## src/rtl/long_op_scheduler.sv

```systemverilog
// Arbitrates int and fp long-latency requests onto one shared iterative divide/sqrt unit.
// Round-robin grant, one operation in flight, watchdog timeout and flush abort.
module long_op_scheduler #(
    parameter int MAX_CYCLES = 40
) (
    input  logic        clk,
    input  logic        rst_n,
    input  logic        int_req_valid,
    input  logic [4:0]  int_req_op,
    input  logic [31:0] int_req_a,
    input  logic [31:0] int_req_b,
    input  logic [4:0]  int_req_rd,
    output logic        int_req_ready,
    input  logic        fp_req_valid,
    input  logic [4:0]  fp_req_op,
    input  logic [31:0] fp_req_a,
    input  logic [31:0] fp_req_b,
    input  logic [4:0]  fp_req_rd,
    output logic        fp_req_ready,
    output logic        unit_start,
    output logic        unit_sel,
    output logic [4:0]  unit_op,
    output logic [31:0] unit_a,
    output logic [31:0] unit_b,
    input  logic        unit_done,
    input  logic [31:0] unit_result,
    output logic        int_resp_valid,
    output logic [31:0] int_resp_data,
    output logic [4:0]  int_resp_rd,
    output logic        fp_resp_valid,
    output logic [31:0] fp_resp_data,
    output logic [4:0]  fp_resp_rd,
    input  logic        flush,
    output logic        busy,
    output logic        timeout_err
);

    localparam logic [5:0] CNT_LAST = 6'(MAX_CYCLES - 1);

    typedef enum logic [1:0] {IDLE, ISSUE, WAIT, RESP} state_t;

    state_t      state, state_nxt;
    logic        last_fp;
    logic        sel_q;
    logic [4:0]  op_q, rd_q;
    logic [31:0] a_q, b_q, res_q;
    logic [5:0]  cnt;
    logic        timeout_q;
    logic [31:0] int_data_q, fp_data_q;
    logic [4:0]  int_rd_q, fp_rd_q;

    logic int_win, fp_win, can_accept, accept;
    logic wait_done, wait_tmo, resp_fire;

    // last_fp = 1 means int wins the next tie; rst_n gates ready so it is 0 while held in reset
    assign int_win    = int_req_valid && (!fp_req_valid || last_fp);
    assign fp_win     = fp_req_valid && !int_win;
    assign can_accept = rst_n && (state == IDLE) && !flush;
    assign int_req_ready = can_accept && int_win;
    assign fp_req_ready  = can_accept && fp_win;
    assign accept     = int_req_ready || fp_req_ready;

    assign wait_done  = (state == WAIT) && !flush && unit_done;
    assign wait_tmo   = (state == WAIT) && !flush && !unit_done && (cnt == CNT_LAST);
    assign resp_fire  = (state == RESP) && !flush;

    assign unit_start = (state == ISSUE);
    assign unit_sel   = sel_q;
    assign unit_op    = op_q;
    assign unit_a     = a_q;
    assign unit_b     = b_q;
    assign busy       = (state != IDLE);
    assign timeout_err = timeout_q;

    // Response data shows the fresh result while valid, otherwise the last delivered value
    assign int_resp_valid = resp_fire && !sel_q;
    assign fp_resp_valid  = resp_fire && sel_q;
    assign int_resp_data  = int_resp_valid ? res_q : int_data_q;
    assign int_resp_rd    = int_resp_valid ? rd_q  : int_rd_q;
    assign fp_resp_data   = fp_resp_valid  ? res_q : fp_data_q;
    assign fp_resp_rd     = fp_resp_valid  ? rd_q  : fp_rd_q;

    always_comb begin
        state_nxt = state;
        case (state)
            IDLE:  if (accept) state_nxt = ISSUE;
            ISSUE: state_nxt = flush ? IDLE : WAIT;
            WAIT: begin
                if (flush)                     state_nxt = IDLE;
                else if (wait_done || wait_tmo) state_nxt = RESP;
            end
            RESP:  state_nxt = IDLE;
            default: state_nxt = IDLE;
        endcase
    end

    always_ff @(posedge clk or negedge rst_n) begin
        if (!rst_n) begin
            state      <= IDLE;
            last_fp    <= 1'b1;
            sel_q      <= 1'b0;
            op_q       <= '0;
            rd_q       <= '0;
            a_q        <= '0;
            b_q        <= '0;
            res_q      <= '0;
            cnt        <= '0;
            timeout_q  <= 1'b0;
            int_data_q <= '0;
            int_rd_q   <= '0;
            fp_data_q  <= '0;
            fp_rd_q    <= '0;
        end else begin
            state <= state_nxt;
            if (accept) begin
                last_fp <= fp_req_ready;
                sel_q   <= fp_req_ready;
                op_q    <= fp_req_ready ? fp_req_op : int_req_op;
                a_q     <= fp_req_ready ? fp_req_a  : int_req_a;
                b_q     <= fp_req_ready ? fp_req_b  : int_req_b;
                rd_q    <= fp_req_ready ? fp_req_rd : int_req_rd;
            end
            if (state == ISSUE)     cnt <= '0;
            else if (state == WAIT) cnt <= cnt + 6'd1;
            if (wait_done) res_q <= unit_result;
            if (wait_tmo) begin
                res_q     <= 32'hFFFF_FFFF;
                timeout_q <= 1'b1;
            end
            if (int_resp_valid) begin
                int_data_q <= res_q;
                int_rd_q   <= rd_q;
            end
            if (fp_resp_valid) begin
                fp_data_q <= res_q;
                fp_rd_q   <= rd_q;
            end
        end
    end

endmodule

```

## config.mk

```make
export PLATFORM = sky130hd
export DESIGN_NAME = long_op_scheduler
export DESIGN_NICKNAME = d
export VERILOG_FILES = /design/src/rtl/long_op_scheduler.sv
export SDC_FILE = /design/constraint.sdc
export NUM_CORES = 1
export LEC_CHECK = 0
export ABC_AREA = 1
export CAP_MARGIN = 15
export CORE_MARGIN = 5
export CORE_UTILIZATION = 45
export CTS_CLUSTER_SIZE = 10
export DETAILED_ROUTE_END_ITERATION = 16
export PLACE_DENSITY = 0.92
export SYNTH_ARGS = -nofsm -noshare
export SYNTH_HDL_FRONTEND = slang
export SYNTH_SLANG_ARGS = --single-unit
```

## constraint.sdc

```tcl
create_clock -name clk -period 5 [get_ports clk]
set_clock_uncertainty 0.2 [all_clocks]
set_input_delay 0.5 -clock clk [delete_from_list [all_inputs] [get_ports clk]]
set_output_delay 0.5 -clock clk [all_outputs]
set_load 0.01 [all_outputs]
```

==> results of run 1 <==
power groups by stage:
stage / Clock, mW / Combinational, mW / Sequential (mW)
after floorplan: 0 / 1.18 / 2.72
after detailed placement: 0 / 3.10 / 2.64
after CTS: 1.35 / 3.12 / 2.62
after global placement: 0 / 3.00 / 2.60
after global routing: 1.40 / 3.35 / 2.69
final: 1.32 / 3.09 / 2.62
registers in the layout, indices dropped and copies added (netlist names):
name,cells
res_q,32
fp_rd_q,5
rd_q,5
int_data_q,32
int_rd_q,5
unit_op,5
unit_b,32
state,2
unit_a,32
fp_data_q,32
timeout_err,1
last_fp,1
cnt,6
unit_sel,1
routing by layer:
metal | global-route usage | vias to the layer above | wire [µm]
met5 | 0 | - | 18
met4 | 0.1571 | 2 | 1581
met3 | 0.07937 | 90 | 2439
met2 | 0.4159 | 346 | 12680
met1 | 0.2851 | 3512 | 9229
li1 | - | 3490 | -
final timing paths:
kind / endpoint / cells past startpoint / slack (ns)
worst max-delay path: fp_req_ready / 7 / 1.07
worst min-delay path: timeout_err$_DFFE_PN0P_ / 2 / 0.27
worst max register to register: unit_b[30]$_DFFE_PN0P_ / 10 / 1.88
worst min register to register: timeout_err$_DFFE_PN0P_ / 2 / 0.27
max in group asynchronous: unit_a[28]$_DFFE_PN0P_ / 3 / 2.87
min in group asynchronous: fp_data_q[12]$_DFF_PN0_ / 2 / 0.39
cell usage after synthesis:
master | n | share of area
ha_1 | 6 | 0.0094
dfrtp_1 | 190 | 0.60
nor3_1 | 2 | 0.0013
nor2_4 | 1 | 0.0014
a21oi_1 | 7 | 0.0044
mux2i_1 | 1 | 0.0013
inv_1 | 56 | 0.026
nor2_1 | 9 | 0.0042
o21ai_0 | 77 | 0.048
nand2_1 | 271 | 0.13
or2_2 | 1 | 0.00079
o21ai_1 | 3 | 0.0019
buf_1 | 1 | 0.00047
o211ai_1 | 32 | 0.030
buf_6 | 6 | 0.0085
inv_2 | 3 | 0.0014
nand2_2 | 1 | 0.00079
nand3_1 | 155 | 0.097
clkbuf_1 | 20 | 0.0094
nor2_2 | 1 | 0.00079
dfstp_2 | 1 | 0.0033
buf_4 | 8 | 0.0075
nor3_2 | 1 | 0.0013
buf_2 | 22 | 0.014
stage by stage:
stage / cells / power, mW / hold WS (ns) / cell area (µm²) / utilization
6_report: 1424 / 7.020 / 0.2697 / 11960 / 0.6916
5_1_grt: 1424 / 7.445 / 0.2973 / 11960 / 0.6916
4_1_cts: 1421 / 7.084 / 0.2766 / 11950 / 0.6911
3_5_place_dp: 1388 / 5.737 / 0.2597 / 11370 / 0.6573
3_3_place_gp: 1388 / 5.603 / 0.2480 / 11370 / 0.6573
2_1_floorplan: 875 / 3.898 / 0.004409 / 7956 / -
what timing repair did:
action | 4_1_cts | 5_1_grt
hold buffers | 1 | 0
setup endpoints to repair | 0 | 0
hold endpoints to repair | 50 | 0
final cells by class:
| cell class | instances | area [µm²] | area share |
|---|---|---|---|
| Sequential cell | 191 | 4781 | 0.3997 |
| Timing Repair Buffer | 346 | 3445 | 0.2880 |
| Multi-Input combinational cell | 568 | 2650 | 0.2215 |
| Clock buffer | 20 | 466.7 | 0.03902 |
| Tap cell | 225 | 281.5 | 0.02354 |
| Inverter | 59 | 221.5 | 0.01851 |
| Clock inverter | 12 | 108.9 | 0.009100 |
| Antenna cell | 3 | 7.507 | 0.0006276 |
worst register-to-register path, stage by stage, from the launching register on:
cell and delay [ns]:
dfrtp_1 0.40, inv_1 0.10, ha_1 0.24, nand2_1 0.09
nor2_2 0.07, nand2_2 0.09, inv_2 0.32, nor2_4 0.79
buf_4 0.50, nand2_1 0.15, nand3_1 0.11
kinds of logic after synthesis:
logic type               count (synthesis)
AO/OA/AOI/OAI                          119
adder cells (fa/ha/maj)                  6
buffers and inverters                  116
flip-flops                             191
multiplexers                             1
AND/OR/NAND/NOR                        442
==> results by group, run 1 <==
Final layout
  – Layout cells sized above 1: 0.04515
  – Most frequent cells in the layout: clkdlybuf4s50_1, nand2_1, dfrtp_1, nand3_1, o21ai_0
  – # fillers: 1291
  – Commonest non-fill, non-tap cell in the layout: clkdlybuf4s50_1
  – Final nets: ~1400
  – Area Growth Syn to Fin: 50.34%

Routing
  – DR iter-0 viols: approximately 440
  – TritonRoute pass-1 iters: 5
  – Post-route ant nets: 0
  – Vias: 7440
  – Avg WL per Cell: 18.22 µm
  – Via density per instance: ~5.2
  – DRC: 0
  – Routed WL: around 26000 µm

Synth
  – Netlist cell types: 24
  – Synth Area in Adders: 0.009435
  – Largest family of logic cells by synthesized area: simple AND/OR/NAND/NOR gates
  – Mapped Nets: 1067
  – Synthesized netlist cell count: around 880
  – Register area share after synthesis: 0.6009
  – Mapped Area: roughly 8000 µm²
  – Mean Syn Cell Area: around 9 µm²
  – Post-synthesis simple-gate area fraction: 0.2359
  – Xor/xnor share of the synthesized area: 0
  – Yosys synthesis warning count: 0
  – Synth Area in Compound Gates: 0.08492
  – Synthesized flop and latch total: 191
  – Post-synthesis mux area share: 0.001258

Timing
  – TNS Setup: 0 ns
  – Hold Vio Cnt, Final: 0
  – Relative slew slack: 0.2709
  – Max Clock Freq: around 250 MHz
  – Minimum clock period: 3.933 ns
  – Slack of the critical path: around 1.1 ns
  – Final setup violation count: 0
  – RSZ-0062 raised after global routing: false
  – Worst-Margin Slew: between 1 and 1.5 ns
  – Slew Viols, Final: 0
  – Fin crit share: 0.7867

Power
  – Leakage: approximately 5.4 nW
  – Switching Fraction: 0.3445
  – Internal: about 4.6 mW
  – Register share of total power: 0.373
  – Maximum VDD drop: around 0.31 mV
  – Sw power: between 2 and 2.5 mW
  – Part of the power in combinational logic: 0.440
  – PwrDens: between 500 and 600 nW/µm²
  – Clk network pwr share: 0.187

Clock tree
  – H-tree levels: 4
  – CTS tree: yes
  – Post-CTS Resized: 0
  – CTS max path bufs: 2
  – Root buf cell: clkbuf_16
  – Worst skew pair latency: approximately 0.43 ns
  – Clock Sinks: around 190
  – Clock transition at the registers of the reported paths: 0.06 ns
  – Post-CTS setup buffer count: 0
  – Num CTS Buffers: 17

Setup path
  – Critical path launch point: rst_n
  – Buf+Inv Stages, Crit Path: 4
  – Crit path kind: in -> out
  – Worst EP required: ~4.3 ns
  – Type of origin of the critical path: primary input
  – Worst Path Max Fanout: 53
  – CP endpoint kind: output pin
  – CP max-delay cell: clkdlybuf4s50_1
  – Reg2reg start: state[0]$_DFFE_PN0P_
  – Arr. time, crit path: approximately 3.2 ns
  – CP delay by family, top: buffers and inverters
  – Max incr delay on CP: ~0.69 ns
  – Crit path cell chain: dlygate4sd3_1 -> clkbuf_8 -> nand2_1 -> nor2_2 -> nand2_2 -> inv_2 -> clkdlybuf4s50_1

Job
  – Max-Cap Viols: 0

Placed design
  – Number of port buffers: roughly 340
  – Final Wtd Congestion: slightly below 0.9
  – Placed wire-length estimate: around 19000 µm
  – Setup Slack @ Placement: ~1.4 ns

Die
  – Die area: slightly above 20000 µm²
  – Initial Util: 0.4600
  – Die height: about 140 µm
  – Core area: between 15000 and 20000 µm²
  – DIE WIDTH: 143.0 µm
  – Cell Rows: 48
  – Top Ports: 337

Run status
  – Status: finished clean

GRT
  – GRT Util Overall: 0.2522
  – Vias in the first global route: about 7600
  – First-pass GRT wire length: about 40000 µm
  – Total grt overflow: 0
  – Initial antenna violation count: 4
  – Largest net degree at the start of global routing: 76

Hold path
  – Worst Hold Launch: timeout_err$_DFFE_PN0P_
  – Worst hold path type: reg -> reg
No activity file was read; power rests on OpenSTA's default activity.
==> inputs of run 2 (changes only) <==
Settings changed: CORE_UTILIZATION 45 to 39, PLACE_DENSITY 0.92 to 0.85.
Clock period 5 ns to 3.4 ns, I/O delays scaled along.
==> run 2 against run 1 <==
Hold slack gained 0.0019 ns. First-iteration DRC count down 11%. Combinational power increased by 47%. Utilization is 9.2 points lower. Non-clock buffer count rose by 6. Critical path type is now reg -> out. Critical endpoint is now int_resp_rd[4]. Highest routed layer is now met4.
==> results by group, run 2 (synthesis results as in run 1) <==
Setup path
  – Reg2reg start: state[0]$_DFFE_PN0P_
  – Worst EP required: 2.86 ns (-1.44 ns)
  – Worst Path Max Fanout: 66 (+25%)
  – Crit path cell chain: ha_1 -> inv_1 -> nor3_2 -> inv_2 -> buf_12 -> o21ai_0 -> clkdlybuf4s50_1
  – Arr. time, crit path: 2.48 ns (-0.75 ns)
  – R2R cell count: 10 (unchanged)
  – Critical R2R Capture: unit_a[24]$_DFFE_PN0P_
  – Max incr delay on CP: 0.60 ns (-0.09 ns)
  – Reg2Reg Setup Slack: 0.75 ns (-1.13 ns)
  – Critical path launch point: state[0]$_DFFE_PN0P_
  – Crit path kind: reg -> out
  – CP endpoint kind: output pin
  – CP max-delay cell: clkdlybuf4s50_1
  – Type of origin of the critical path: flip-flop

Final layout
  – # diodes: 0 (-3)
  – Final nets: 1381 (+0.44%)
  – Most frequent cells in the layout: clkdlybuf4s50_1, nand2_1, dfrtp_1, nand3_1, o21ai_0
  – Non-filler cells, final: 1471 (+3.3%)
  – Post-Route Utilization: 0.5997 (-0.09186)
  – Layout cells sized above 1: 0.04913 (+0.003975)
  – Area Growth Syn to Fin: 52.02%
  – Commonest non-fill, non-tap cell in the layout: clkdlybuf4s50_1

Timing
  – RSZ-0062 raised after global routing: false
  – Relative slew slack: 0.3076 (+0.03664)
  – Max Clock Freq: roughly 330 MHz
  – Minimum clock period: between 3 and 4 ns
  – TNS Setup: 0 ns (unchanged)
  – Slew Viols, Final: 0 (unchanged)
  – Worst-Margin Slew: 1.039 ns (-0.05496 ns)
  – Fin crit share: 0.8877
  – Final setup violation count: 0 (unchanged)
  – Hold Vio Cnt, Final: 0 (unchanged)

Hold path
  – Worst Hold End: timeout_err$_DFFE_PN0P_
  – Worst hold path type: reg -> reg
  – Hold Path Stages: 2 (unchanged)
  – Worst Hold Launch: timeout_err$_DFFE_PN0P_

Die
  – Cell Rows: 52 (+8.3%)
  – Core area: 20170 µm² (+17%)
  – Initial Util: 0.3945 (-0.06552)
  – DIE WIDTH: 152.8 µm (+6.9%)
  – Die area: 23360 µm² (+14%)
  – Top Ports: 337 (unchanged)
  – Die height: 152.8 µm (+6.9%)

GRT
  – Initial antenna violation count: 0 (-4)
  – Total grt overflow: 0 (unchanged)
  – First-pass GRT wire length: 39850 µm (-0.65%)
  – GRT Util Overall: 0.2134 (-0.03886)
  – Vias in the first global route: 7166 (-5.6%)
  – Largest net degree at the start of global routing: 82 (+7.9%)

Routing
  – Avg WL per Cell: 17.21 µm (-5.5%)
  – DR iter-0 viols: 395 (-11%)
  – DRC: 0 (unchanged)
  – Via density per instance: 4.941 (-5.4%)
  – TritonRoute pass-1 iters: 5 (unchanged)
  – Routed WL: 25320 µm (-2.4%)
  – Post-route ant nets: 0 (unchanged)
  – Vias: 7268 (-2.3%)

Clock tree
  – Clock Sinks: 191 (unchanged)
  – Post-CTS setup buffer count: 0 (unchanged)
  – Root buf cell: clkbuf_16
  – CTS max path bufs: 2 (unchanged)
  – Hold-fix buffers, CTS: 1 (unchanged)
  – Num CTS Buffers: 17 (unchanged)
  – Clock transition at the registers of the reported paths: 0.07 ns (about the same)
  – Post-CTS Resized: 0 (unchanged)
  – Worst skew pair latency: 0.42 ns (about the same)
  – CTS tree: yes
  – H-tree levels: 4 (unchanged)

Power
  – Maximum VDD drop: 0.3408 mV (+11%)
  – Leakage: 5.443 nW (+0.73%)
  – PwrDens: 859.1 nW/µm² (+46%)

Run status
  – Status: finished clean

Job
  – Max-Cap Viols: 0 (unchanged)

Placed design
  – Placed insts: 1439 (+3.7%)
  – Final Wtd Congestion: 0.8329 (-4.8%)
  – Number of port buffers: 336 (unchanged)
  – Placed wire-length estimate: 18850 µm (-1.2%)
[run 2: how the worst max path moves through the flow]
| stage | endpoint | slack, ns | cells past startpoint |
|---|---|---|---|
| 6_report | int_resp_rd[4] | 0.38 | 7 |
| 3_3_place_gp | int_resp_rd[2] | 0.65 | 6 |
| 4_1_cts | int_resp_data[9] | 0.34 | 7 |
| 3_5_place_dp | int_resp_data[9] | 0.54 | 6 |
| 2_1_floorplan | int_resp_data[10] | 1.34 | 7 |
| 5_1_grt | int_resp_rd[2] | 0.19 | 7 |
[run 2: worst max-delay path, delay by kind of cell, from the launching register on]
family	cells	cell delay, ns
AO/OA/AOI/OAI	1	0.29
adder cells (fa/ha/maj)	1	0.21
buffers and inverters	4	0.97
flip-flops	1	0.40
AND/OR/NAND/NOR	1	0.15
[run 2: layer usage]
| metal | GRT usage | routed length (µm) | vias up |
|---|---|---|---|
| met5 | 0 | 0 | - |
| met4 | 0.07891 | 850 | 0 |
| met3 | 0.06277 | 2124 | 47 |
| met2 | 0.3488 | 12170 | 318 |
| met1 | 0.2705 | 10170 | 3411 |
| li1 | - | - | 3492 |
[run 2: final cells by class]
cell class              instances  area, µm²
inverters                      59      221.5
repair buffers                352       3527
clock buffers                  19      452.9
flip-flops and latches        191       4781
clock inverters                12      125.1
multi-input cells             568       2650
fillers                      1655       8074
well taps                     270      337.8
[run 2: stage by stage]
stage          hold slack (ns)  setup slack (ns)  area (µm²)  power [mW]
2_1_floorplan          -0.1556             1.344        7956       5.732
3_3_place_gp            0.2496            0.6453       11510       8.293
3_5_place_dp            0.2541            0.5385       11510       8.471
4_1_cts                 0.2540            0.3444       12100       10.49
5_1_grt                 0.2688            0.1883       12100       11.05
6_report                0.2715            0.3817       12100       10.39
[run 2: report_power, final]
group          total (mW)  internal, mW  leakage (nW)  switching, mW
Combinational        4.54          2.32          2.83           2.21
Sequential           3.86          3.38          2.34          0.473
Clock                2.00          1.07         0.281          0.929
Total                10.4          6.78          5.44           3.61
==> inputs of run 3 (changes only) <==
Settings changed: ABC_AREA 1 to 0, CORE_UTILIZATION 39 to 38, PLACE_DENSITY 0.85 to 0.76, SETUP_SLACK_MARGIN set to 0.5.
==> run 3 against run 2 <==
Die area increased by 1.1%. Largest power group unchanged. Clock-buffer cell count decreased by 2. Non-clock buffer count up 7. Maximum frequency up 8.6%. Final cell count decreased by 11%. Critical path type unchanged. Global-route usage about the same. Clock power down 4%. Hold slack lost 0.12 ns. Largest cell class unchanged. First-iteration DRC count is 21% lower.
==> results by group, run 3 <==
Setup path
  – Critical Path Most Common Cell: nand2_1
  – Type of origin of the critical path: flip-flop
  – CP max-delay cell: clkdlybuf4s50_1
  – Worst EP required: 2.86 ns (about the same)
  – Worst Path Max Fanout: 18 (-73%)
  – CP endpoint kind: output pin
  – Crit path cell chain: ha_2 -> nand3b_1 -> inv_4 -> clkbuf_16 -> nand2_1 -> nand2_1 -> clkdlybuf4s50_1
  – Crit path kind: reg -> out
  – Max incr delay on CP: 0.56 ns (-0.04 ns)
  – Buf+Inv Stages, Crit Path: 3 (-1)
  – CP delay by family, top: buffers and inverters
  – Arr. time, crit path: 2.24 ns (-0.24 ns)

Final layout
  – Commonest non-fill, non-tap cell in the layout: clkdlybuf4s50_1
  – Layout cells sized above 1: 0.09574 (+0.04662)
  – Final nets: 1213 (-12%)
  – Area Growth Syn to Fin: 56.51%
  – Most frequent cells in the layout: clkdlybuf4s50_1, dfrtp_1, nand2_1, nor2b_1, a221o_1
  – # diodes: 0 (unchanged)

Synth
  – Register area share after synthesis: 0.6092 (+0.008335)
  – Number of flops mapped to enable cells by yosys: 0 (unchanged)
  – Mapped Area: 7848 µm² (-1.4%)
  – Most frequent cell after synthesis: dfrtp_1
  – Yosys synthesis warning count: 0 (unchanged)
  – Ys async rst share: 1.000 (unchanged)
  – Synth area leader: dfrtp_1
  – Dominant cells by area after synthesis: dfrtp_1, a221o_1, nand2_1
  – Top FF cell, synth: dfrtp_1
  – Top-area cell type share of the netlist area: 0.6059 (+0.008289)
  – Synthesized flop and latch total: 191 (unchanged)
  – Netlist cell types: 35 (+46%)
  – Synthesized netlist cell count: 691 (-21%)
  – Mean Syn Cell Area: 11.36 µm² (+25%)
  – Mapped Nets: 883 (-17%)
  – Top cells by count, synth: dfrtp_1, nand2_1, a221o_1, nor2b_1, mux2_2

Power
  – Sw power: 3.201 mW (-11%)
  – Tot Pwr: 9.645 mW (-7.2%)
  – Clk network pwr share: 0.199 (+0.007)
  – Switching Fraction: 0.3319 (-0.01592)
  – Register share of total power: 0.392 (+0.021)
  – Part of the power in combinational logic: 0.410 (-0.026)
  – Leakage: 6.543 nW (+20%)
  – PwrDens: 785.3 nW/µm² (-8.6%)
  – Internal: 6.444 mW (-4.9%)
  – Maximum VDD drop: 0.3938 mV (+16%)

Clock tree
  – CTS tree: yes
  – Num CTS Buffers: 17 (unchanged)
  – Root buf cell: clkbuf_16
  – CTS max path bufs: 2 (unchanged)
  – H-tree levels: 4 (unchanged)
  – Clock Sinks: 191 (unchanged)
  – Clock transition at the registers of the reported paths: 0.08 ns (about the same)
  – Worst skew pair latency: 0.43 ns (about the same)

Timing
  – Fin crit share: 0.8178 (-0.06998)
  – Final setup violation count: 0 (unchanged)
  – RSZ-0062 raised after global routing: false
  – Slack of the critical path: 0.6196 ns (+0.2379 ns)
  – Minimum clock period: 2.780 ns (-0.2379 ns)
  – Relative slew slack: 0.3572 (+0.04966)
  – TNS Setup: 0 ns (unchanged)
  – Hold Vio Cnt, Final: 0 (unchanged)
  – Final hold slack: 0.1481 ns (-0.1235 ns)
  – Worst-Margin Slew: 0.9642 ns (-0.07449 ns)
  – Slew Viols, Final: 0 (unchanged)
  – Max Clock Freq: 359.7 MHz (+8.6%)

Die
  – Cell Rows: 52 (unchanged)
  – Die area: 23630 µm² (+1.1%)
  – Initial Util: 0.3866 (-0.007891)
  – Top Ports: 337 (unchanged)
  – Die height: 153.7 µm (+0.57%)
  – Core area: 20300 µm² (+0.65%)
  – DIE WIDTH: 153.7 µm (+0.57%)

Placed design
  – Final Wtd Congestion: 0.8732 (+4.8%)
  – Number of port buffers: 336 (unchanged)
  – Setup Slack @ Placement: 0.4794 ns (-0.05909 ns)
  – Placed wire-length estimate: 17990 µm (-4.6%)

GRT
  – Largest net degree at the start of global routing: 76 (-7.3%)
  – Initial antenna violation count: 0 (unchanged)
  – First-pass GRT wire length: 39760 µm (-0.24%)
  – Total grt overflow: 0 (unchanged)
  – GRT Util Overall: 0.2133 (about the same)
  – Vias in the first global route: 6812 (-4.9%)

Routing
  – Via density per instance: 5.057 (+2.3%)
  – TritonRoute pass-1 iters: 4 (-1)
  – Post-route ant nets: 0 (unchanged)
  – Vias: 6594 (-9.3%)
  – Routed WL: 26090 µm (+3.1%)
  – DR iter-0 viols: 311 (-21%)
  – DRC: 0 (unchanged)
  – Avg WL per Cell: 20.01 µm (+16%)

Hold path
  – Worst hold path type: in -> async

Run status
  – Status: finished clean

Job
  – Max-Cap Viols: 0 (unchanged)
-- run 3: changes by cell type after synthesis, moves of 7 or more --
cell	previous run	this run
nor2b_1	0	74
buf_4	8	0
mux2_2	0	37
o21ai_0	77	6
buf_2	22	15
nand2_1	271	180
o211ai_1	32	0
inv_1	56	8
nand3_1	155	33
a221o_1	0	74
-- run 3: area by class of cell --
type | count | area (µm²)
clock inverters | 15 | 127.6
clock buffers | 17 | 425.4
flip-flops and latches | 191 | 4781
multi-input cells | 444 | 2831
repair buffers | 359 | 3746
well taps | 270 | 337.8
inverters | 8 | 32.53
fillers | 1699 | 8018
-- run 3: repair_timing --
item	CTS	global route
resized for setup	17	62
endpoints found under the setup margin	38	73
hold buffers	1	0
hold endpoints to repair	21	0
setup buffers	3	3
gates cloned	1	1
-- run 3: path summary, 6_finish.rpt --
check	start	endpoint	slack, ns	cells after the start
setup / recovery	state[1]$_DFFE_PN0P_	fp_resp_data[13]	0.62	7
hold / removal	rst_n	int_data_q[3]$_DFF_PN0_	0.15	2
setup reg to reg	state[1]$_DFFE_PN0P_	unit_a[26]$_DFFE_PN0P_	0.77	8
hold reg to reg	fp_data_q[14]$_DFF_PN0_	fp_data_q[14]$_DFF_PN0_	0.27	2
max in group asynchronous	rst_n	unit_a[23]$_DFFE_PN0P_	1.24	4
min in group clk	flush	state[1]$_DFFE_PN0P_	0.24	4
-- run 3: layer usage --
metal / part of all wire / GRT usage
met1: 0.42 / 0.2770
met2: 0.51 / 0.3572
met4: 0.019 / 0.05803
met5: 0 / 0
met3: 0.055 / 0.05396
-- run 3: through the flow --
| step | instance area [µm²] | util | instances |
|---|---|---|---|
| 6_report | 12280 | 0.6050 | 1304 |
| 3_5_place_dp | 11480 | 0.5656 | 1263 |
| 4_1_cts | 12090 | 0.5954 | 1300 |
| 5_1_grt | 12280 | 0.6050 | 1304 |
| 2_1_floorplan | 7848 | - | 691 |
| 3_3_place_gp | 11480 | 0.5656 | 1263 |
-- run 3: power groups by stage --
stage / combinational [mW] / sequential, mW / clock [mW]
global route: 4.26 / 3.89 / 2.08
floorplan: 1.68 / 3.83 / 0
detailed placement: 4.03 / 3.79 / 0
finish: 3.95 / 3.78 / 1.92
CTS: 4.04 / 3.78 / 1.97
global placement: 3.95 / 3.79 / 0
-- run 3: kinds of logic (layout without fill, tap and decap cells) --
family	count (synthesis)	in the layout	synth area share
AOI/OAI and AO/OA	90	90	0.1068
xor gates and xnor gates	2	2	0.002233
adders and majority gates	6	6	0.009566
buffers and inverters	56	399	0.03412
DFF	191	191	0.6092
muxes	39	39	0.05564
and+or+nand+nor	307	307	0.1824
